==> src/rtl/ps2_key_fifo_if.sv <==
// Bus between the keyboard event buffer and its CPU-side user.
// Master drives the keyboard word and read/clear strobes; slave is the FIFO.
interface ps2_key_fifo_if #(
    parameter int DEPTH_LOG2 = 4
);
    logic [10:0]         ps2_key;
    logic                rd;
    logic                clr_overflow;
    logic [9:0]          dout;
    logic                empty;
    logic [DEPTH_LOG2:0] count;
    logic                overflow;

    modport master (
        output ps2_key, rd, clr_overflow,
        input  dout, empty, count, overflow
    );

    modport slave (
        input  ps2_key, rd, clr_overflow,
        output dout, empty, count, overflow
    );
endinterface

==> src/rtl/ps2_key_fifo.sv <==
// Keyboard event buffer: turns the toggle-strobed ps2_key word into events,
// optionally drops typematic repeats, and queues them in a show-ahead FIFO.
module ps2_key_fifo #(
    parameter int DEPTH_LOG2    = 4,
    parameter bit FILTER_REPEAT = 1'b1
) (
    input  logic           clk_24,
    input  logic           reset,
    ps2_key_fifo_if.slave  bus
);
    localparam int DEPTH = 1 << DEPTH_LOG2;
    localparam int CW    = DEPTH_LOG2 + 1;

    typedef enum logic {S_PRIME, S_RUN} state_e;

    state_e                state_q, state_d;
    logic                  tog_q, tog_d;
    logic [DEPTH_LOG2-1:0] rptr_q, rptr_d;
    logic [DEPTH_LOG2-1:0] wptr_q, wptr_d;
    logic [CW-1:0]         count_q, count_d;
    logic                  empty_q, empty_d;
    logic                  ovf_q, ovf_d;
    logic [9:0]            dout_q, dout_d;
    logic [8:0]            lm_q, lm_d;
    logic                  lmv_q, lmv_d;

    logic [9:0]            mem [DEPTH];

    logic                  ev;
    logic                  rep_hit;
    logic                  push_req;
    logic                  push_ok;
    logic                  pop_ok;
    logic                  full;
    logic [9:0]            entry;

    assign entry = bus.ps2_key[9:0];

    // NOTE: every signal assigned here gets a default first, so no path leaves it unassigned (no latches).
    always_comb begin
        state_d = state_q;
        tog_d   = bus.ps2_key[10];
        ev      = 1'b0;
        case (state_q)
            S_PRIME: state_d = S_RUN;
            S_RUN:   ev      = (bus.ps2_key[10] != tog_q);
            default: state_d = S_PRIME;
        endcase

        // A make matching the last accepted make with no break in between is a typematic repeat.
        rep_hit  = FILTER_REPEAT && bus.ps2_key[9] && lmv_q && (lm_q == bus.ps2_key[8:0]);
        push_req = ev && !rep_hit;

        lm_d  = lm_q;
        lmv_d = lmv_q;
        if (FILTER_REPEAT && push_req) begin
            if (bus.ps2_key[9]) begin
                lm_d  = bus.ps2_key[8:0];
                lmv_d = 1'b1;
            end else if (lm_q == bus.ps2_key[8:0]) begin
                lmv_d = 1'b0;
            end
        end

        full    = (count_q == CW'(DEPTH));
        pop_ok  = bus.rd && !empty_q;
        push_ok = push_req && (!full || bus.rd);

        rptr_d  = pop_ok  ? rptr_q + 1'b1 : rptr_q;
        wptr_d  = push_ok ? wptr_q + 1'b1 : wptr_q;
        count_d = count_q;
        if (push_ok && !pop_ok)
            count_d = count_q + CW'(1);
        else if (pop_ok && !push_ok)
            count_d = count_q - CW'(1);
        empty_d = (count_d == '0);

        ovf_d = ovf_q;
        if (push_req && full && !bus.rd)
            ovf_d = 1'b1;
        else if (bus.clr_overflow)
            ovf_d = 1'b0;

        // The new head may be the entry written this very edge, so bypass the memory then.
        dout_d = dout_q;
        if (!empty_d)
            dout_d = (push_ok && (rptr_d == wptr_q)) ? entry : mem[rptr_d];
    end

    // NOTE: sequential state uses non-blocking assignments so all registers update from pre-edge values.
    always_ff @(posedge clk_24 or posedge reset) begin
        if (reset) begin
            state_q <= S_PRIME;
            tog_q   <= 1'b0;
            rptr_q  <= '0;
            wptr_q  <= '0;
            count_q <= '0;
            empty_q <= 1'b1;
            ovf_q   <= 1'b0;
            dout_q  <= '0;
            lm_q    <= '0;
            lmv_q   <= 1'b0;
        end else begin
            state_q <= state_d;
            tog_q   <= tog_d;
            rptr_q  <= rptr_d;
            wptr_q  <= wptr_d;
            count_q <= count_d;
            empty_q <= empty_d;
            ovf_q   <= ovf_d;
            dout_q  <= dout_d;
            lm_q    <= lm_d;
            lmv_q   <= lmv_d;
        end
    end

    // NOTE: storage is deliberately not reset; pointers and count define which entries are valid.
    always_ff @(posedge clk_24) begin
        if (push_ok)
            mem[wptr_q] <= entry;
    end

    assign bus.dout     = dout_q;
    assign bus.empty    = empty_q;
    assign bus.count    = count_q;
    assign bus.overflow = ovf_q;
endmodule

==> src/flat_wrapper.sv <==
// flat-port wrapper written by rule: the top's interface ports become plain ports
module ps2_key_fifo_flat 
#(
    parameter int DEPTH_LOG2    = 4,
    parameter bit FILTER_REPEAT = 1'b1
)
  (clk_24, reset, bus_ps2_key, bus_rd, bus_clr_overflow, bus_dout, bus_empty, bus_count, bus_overflow);
  ps2_key_fifo_if #(.DEPTH_LOG2(DEPTH_LOG2)) bus_i ();
  input  logic clk_24;
  input  logic reset;
  input wire logic [$bits(bus_i.ps2_key)-1:0] bus_ps2_key;
  input wire logic [$bits(bus_i.rd)-1:0] bus_rd;
  input wire logic [$bits(bus_i.clr_overflow)-1:0] bus_clr_overflow;
  output wire logic [$bits(bus_i.dout)-1:0] bus_dout;
  output wire logic [$bits(bus_i.empty)-1:0] bus_empty;
  output wire logic [$bits(bus_i.count)-1:0] bus_count;
  output wire logic [$bits(bus_i.overflow)-1:0] bus_overflow;
  assign bus_i.ps2_key = bus_ps2_key;
  assign bus_i.rd = bus_rd;
  assign bus_i.clr_overflow = bus_clr_overflow;
  assign bus_dout = bus_i.dout;
  assign bus_empty = bus_i.empty;
  assign bus_count = bus_i.count;
  assign bus_overflow = bus_i.overflow;
  ps2_key_fifo #(.DEPTH_LOG2(DEPTH_LOG2), .FILTER_REPEAT(FILTER_REPEAT)) u_core (.clk_24(clk_24), .reset(reset), .bus(bus_i));
endmodule
==> config.mk <==
export PLATFORM = sky130hd
export DESIGN_NAME = ps2_key_fifo_flat
export DESIGN_NICKNAME = d
export VERILOG_FILES = /design/src/rtl/ps2_key_fifo_if.sv /design/src/rtl/ps2_key_fifo.sv /design/src/flat_wrapper.sv
export SDC_FILE = /design/constraint.sdc
export NUM_CORES = 1
export LEC_CHECK = 0
export ABC_AREA = 0
export ABC_CLOCK_PERIOD_IN_PS = 2920
export BUFFER_PORTS_ARGS = -buffer_cell sky130_fd_sc_hd__buf_2
export CAP_MARGIN = 5
export CORE_MARGIN = 8
export CORE_UTILIZATION = 44
export CTS_BUF_LIST = sky130_fd_sc_hd__clkbuf_4 sky130_fd_sc_hd__clkbuf_8
export DETAILED_ROUTE_END_ITERATION = 10
export GPL_TIMING_DRIVEN = 0
export MAX_ROUTING_LAYER = met4
export PLACE_DENSITY = 0.63
export RECOVER_POWER = 25
export SLEW_MARGIN = 20
export SYNTH_ARGS = -nofsm -noshare
export SYNTH_HDL_FRONTEND = slang
export SYNTH_SLANG_ARGS = --single-unit
export TNS_END_PERCENT = 1
==> constraint.sdc <==
create_clock -name clk_24 -period 2.92 [get_ports clk_24]
set_input_delay 0.438 -clock clk_24 [delete_from_list [all_inputs] [get_ports clk_24]]
set_output_delay 0.438 -clock clk_24 [all_outputs]
set_load 0.1 [all_outputs]
==> results.toml <==
[floorplanning]
fp.coreArea_mm2 = 0.01871
pin_count = 32
initial_core_util_pct = 44.97
num_rows = 50
die_y_um = 154.3
die_w_um = 154.3
dieArea_mm2 = 0.02380

[logic_synthesis]
yosys.area.top_type = "edfxtp_1"
ys_types = 48
synth-warning-count = 0
ys_seq_elements = 197
ys_async_sr_fraction_pct = 18.78
syn_inst = 442
synth_fp_nets = 465
ys_seq_area_share_pct = 68.14
synth_ff_type = "edfxtp_1"
netlist_top_cells_area = "edfxtp_1 (57%), dfrtp_1 (11%), mux4_1 (6.9%)"
syn_area_per_cell_um2 = 19.03
synth_edf_count = 160
syn-cell-area_mm2 = 0.008412
synth.top_cell.area_share_pct = 57.12

[cts]
clk_pin_slew_ps = 100
clk_latency_ps = 460
tritoncts = "yes"
numCtsBuffers = 17
holdBufCountCts = 0
clockBufferDepth = 2
cts.htree.levels = 4
clock-sinks = 197
root_buffer = "clkbuf_8"

[flow_run]
drv_cap = 0

[global_routing]
grt_max_degree = 38
grt_pass1_wl_um = 27560
grt_pass1_vias = 4445
grt_usage_pct = 16.09
grt.overflow.total = 0
antenna_found_initial = 0

[drt]
viasPerCell = 5.696
wl_per_cell_um = 24.24
vias = 4272
drt_iter0_drc = 340
route.detailed.drc = 0
postRouteAntennaNets = 0
wirelength_um = 18180
dr.pass1.iters = 4

[worst_setup_path]
rrSetupSlack_ps = -140
critPathLaunchType = "flop"
worst-path-max-fanout = 5
critical_path.endpoint_type = "flop"
critPathKind = "reg2reg"
critPathRequiredTime_ps = 3270
cp_data_arrival_time_ps = 3410

[place]
port_buffers = 31
gp_congestion = 0.8923
place_area_mm2 = 0.008949
hpwl_um = 11650

[timing]
setup_ws_ps = -143.4
tns_ps = -975.2
min_period_ps = 3063
rsz0062_at_grt = "true"
slew_headroom_pct = 40.14
max_freq_mhz = 326.4
fin_crit_sh_pct = 104.9
skew_ps = 10.81
finalSetupViolations = 10
tightest_slew_ps = 897.9
hold_viol = 0
slew_violations = 0

[cells_and_area]
seqCellArea_mm2 = 0.005741
drive_gt1_share_pct = 36.43
antennaDiodeCount = 0
fill_cells = 1463
fin_area_mm2 = 0.009692
multi_input_area_mm2 = 0.002701
area_growth_pct = 15.22
nets = 526

[pwr]
peakVddDrop_mv = 1.005
power.leakage_nw = 3.377
power-per-cell-area_mw_per_mm2 = 1163

[hold_path]
hold_path_class = "in2async"

[status]
status = "complete, but fails checks"
violations = "negative setup slack"
registers in the layout (all words and copies together), names as in the netlist:
register	cells
u_core.bus.overflow	1
u_core.bus.count	5
u_core.state_q	1
u_core.wptr_q	4
u_core.mem	160
u_core.lmv_q	1
u_core.bus.empty	1
u_core.tog_q	1
u_core.bus.dout	10
u_core.lm_q	9
u_core.rptr_q	4
through the flow:
| stage | hold WS [ps] | std cells | power (mW) | worst slack, ps | utilization [%] |
|---|---|---|---|---|---|
| 2_1_floorplan | 457.7 | 442 | 7.212 | -30.07 | - |
| 3_3_place_gp | 474.3 | 707 | 8.401 | -679.0 | 47.65 |
| 3_5_place_dp | 478.1 | 707 | 8.511 | -681.1 | 47.84 |
| 4_1_cts | 93.28 | 748 | 11.12 | -161.7 | 51.45 |
| 5_1_grt | 96.62 | 750 | 11.74 | -227.8 | 51.81 |
| 6_report | 110.7 | 750 | 11.27 | -143.4 | 51.81 |
power breakdown:
part	internal [mW]	switching [mW]	leakage, nW	total, mW
clock network	0.781	0.952	0.194	1.73
registers	3.38	0.186	1.87	3.57
logic	2.66	3.31	1.31	5.97
worst max-delay path: stages (launching register included):
cell	delay, ps
dfstp_4	630
and2b_1	180
buf_6	130
xnor2_4	150
buf_12	150
buf_12	140
buf_12	130
mux4_2	540
mux2i_1	200
mux2i_2	140
mux2_4	300
mux2_2	260
cell usage in the layout (no fill, tap or decap), drive strengths merged, types with 9 or more instances in the layout:
master  netlist  final
mux2         29     29
dfrtp        36     36
edfxtp      160    160
inv          11     14
mux4         40     40
mux2i        31     31
xor2         13     13
buf          15     54
nand3        10     10
nor2          9      9
clkbuf        5     26
synthesized netlist by cell type, types with 5 or more instances:
cell and instances:
nand4_1 6, nand2_1 6, inv_1 11, buf_6 7, nor2_1 9, ha_1 8, edfxtp_1 160, mux2i_1 31
nand3_1 10, dfrtp_1 36, and4_1 6, clkbuf_1 5, mux4_1 22, xor2_1 12, mux2_2 29, and2_1 5
mux4_2 18, xnor2_1 7
repair_timing:
item,in CTS,in global routing
buffers inserted,7,1
resized for setup,51,13
pin swaps,2,1
endpoints found under the hold margin,0,0
setup endpoints to repair,50,50
cloned,2,1
kinds of logic after synthesis:
kind of cell	Yosys count	synth area share [%]
flops	197	68.14
mux	100	19.26
simple gates	67	5.013
buf+inv	31	2.246
xor+xnor	21	2.499
compound gates	17	1.606
fa+ha+maj	8	1.190
other cells	1	0.04458
path summary, 6_finish.rpt:
check | from | to | cells past startpoint
worst max-delay path | u_core.bus.empty | u_core.bus.dout[5] | 11
max in group asynchronous | reset | u_core.bus.count[3] | 2
worst max register to register | u_core.bus.empty | u_core.bus.dout[5] | 11
worst min register to register | u_core.lmv_q | u_core.lmv_q | 1
min in group clk_24 | bus_ps2_key[10] | u_core.tog_q | 1
worst min-delay path | reset | u_core.tog_q | 2
final cells by class:
class,count,area share [%]
multi-input combinational,214,27.87
tap,234,3.021
timing repair buffer,42,3.408
inverter,11,0.4260
clock inverter,14,1.588
sequential,197,59.23
clock buffer,18,2.492
buffer,20,1.962
per-layer routing:
metal	track usage, %	up-vias	routed length [µm]
li1	-	1899	-
met1	21.20	2256	8344
met2	25.21	102	9001
met3	2.953	15	585
met4	4.713	0	246
met5	-	-	0
No activity file was read; power rests on OpenSTA's default activity.
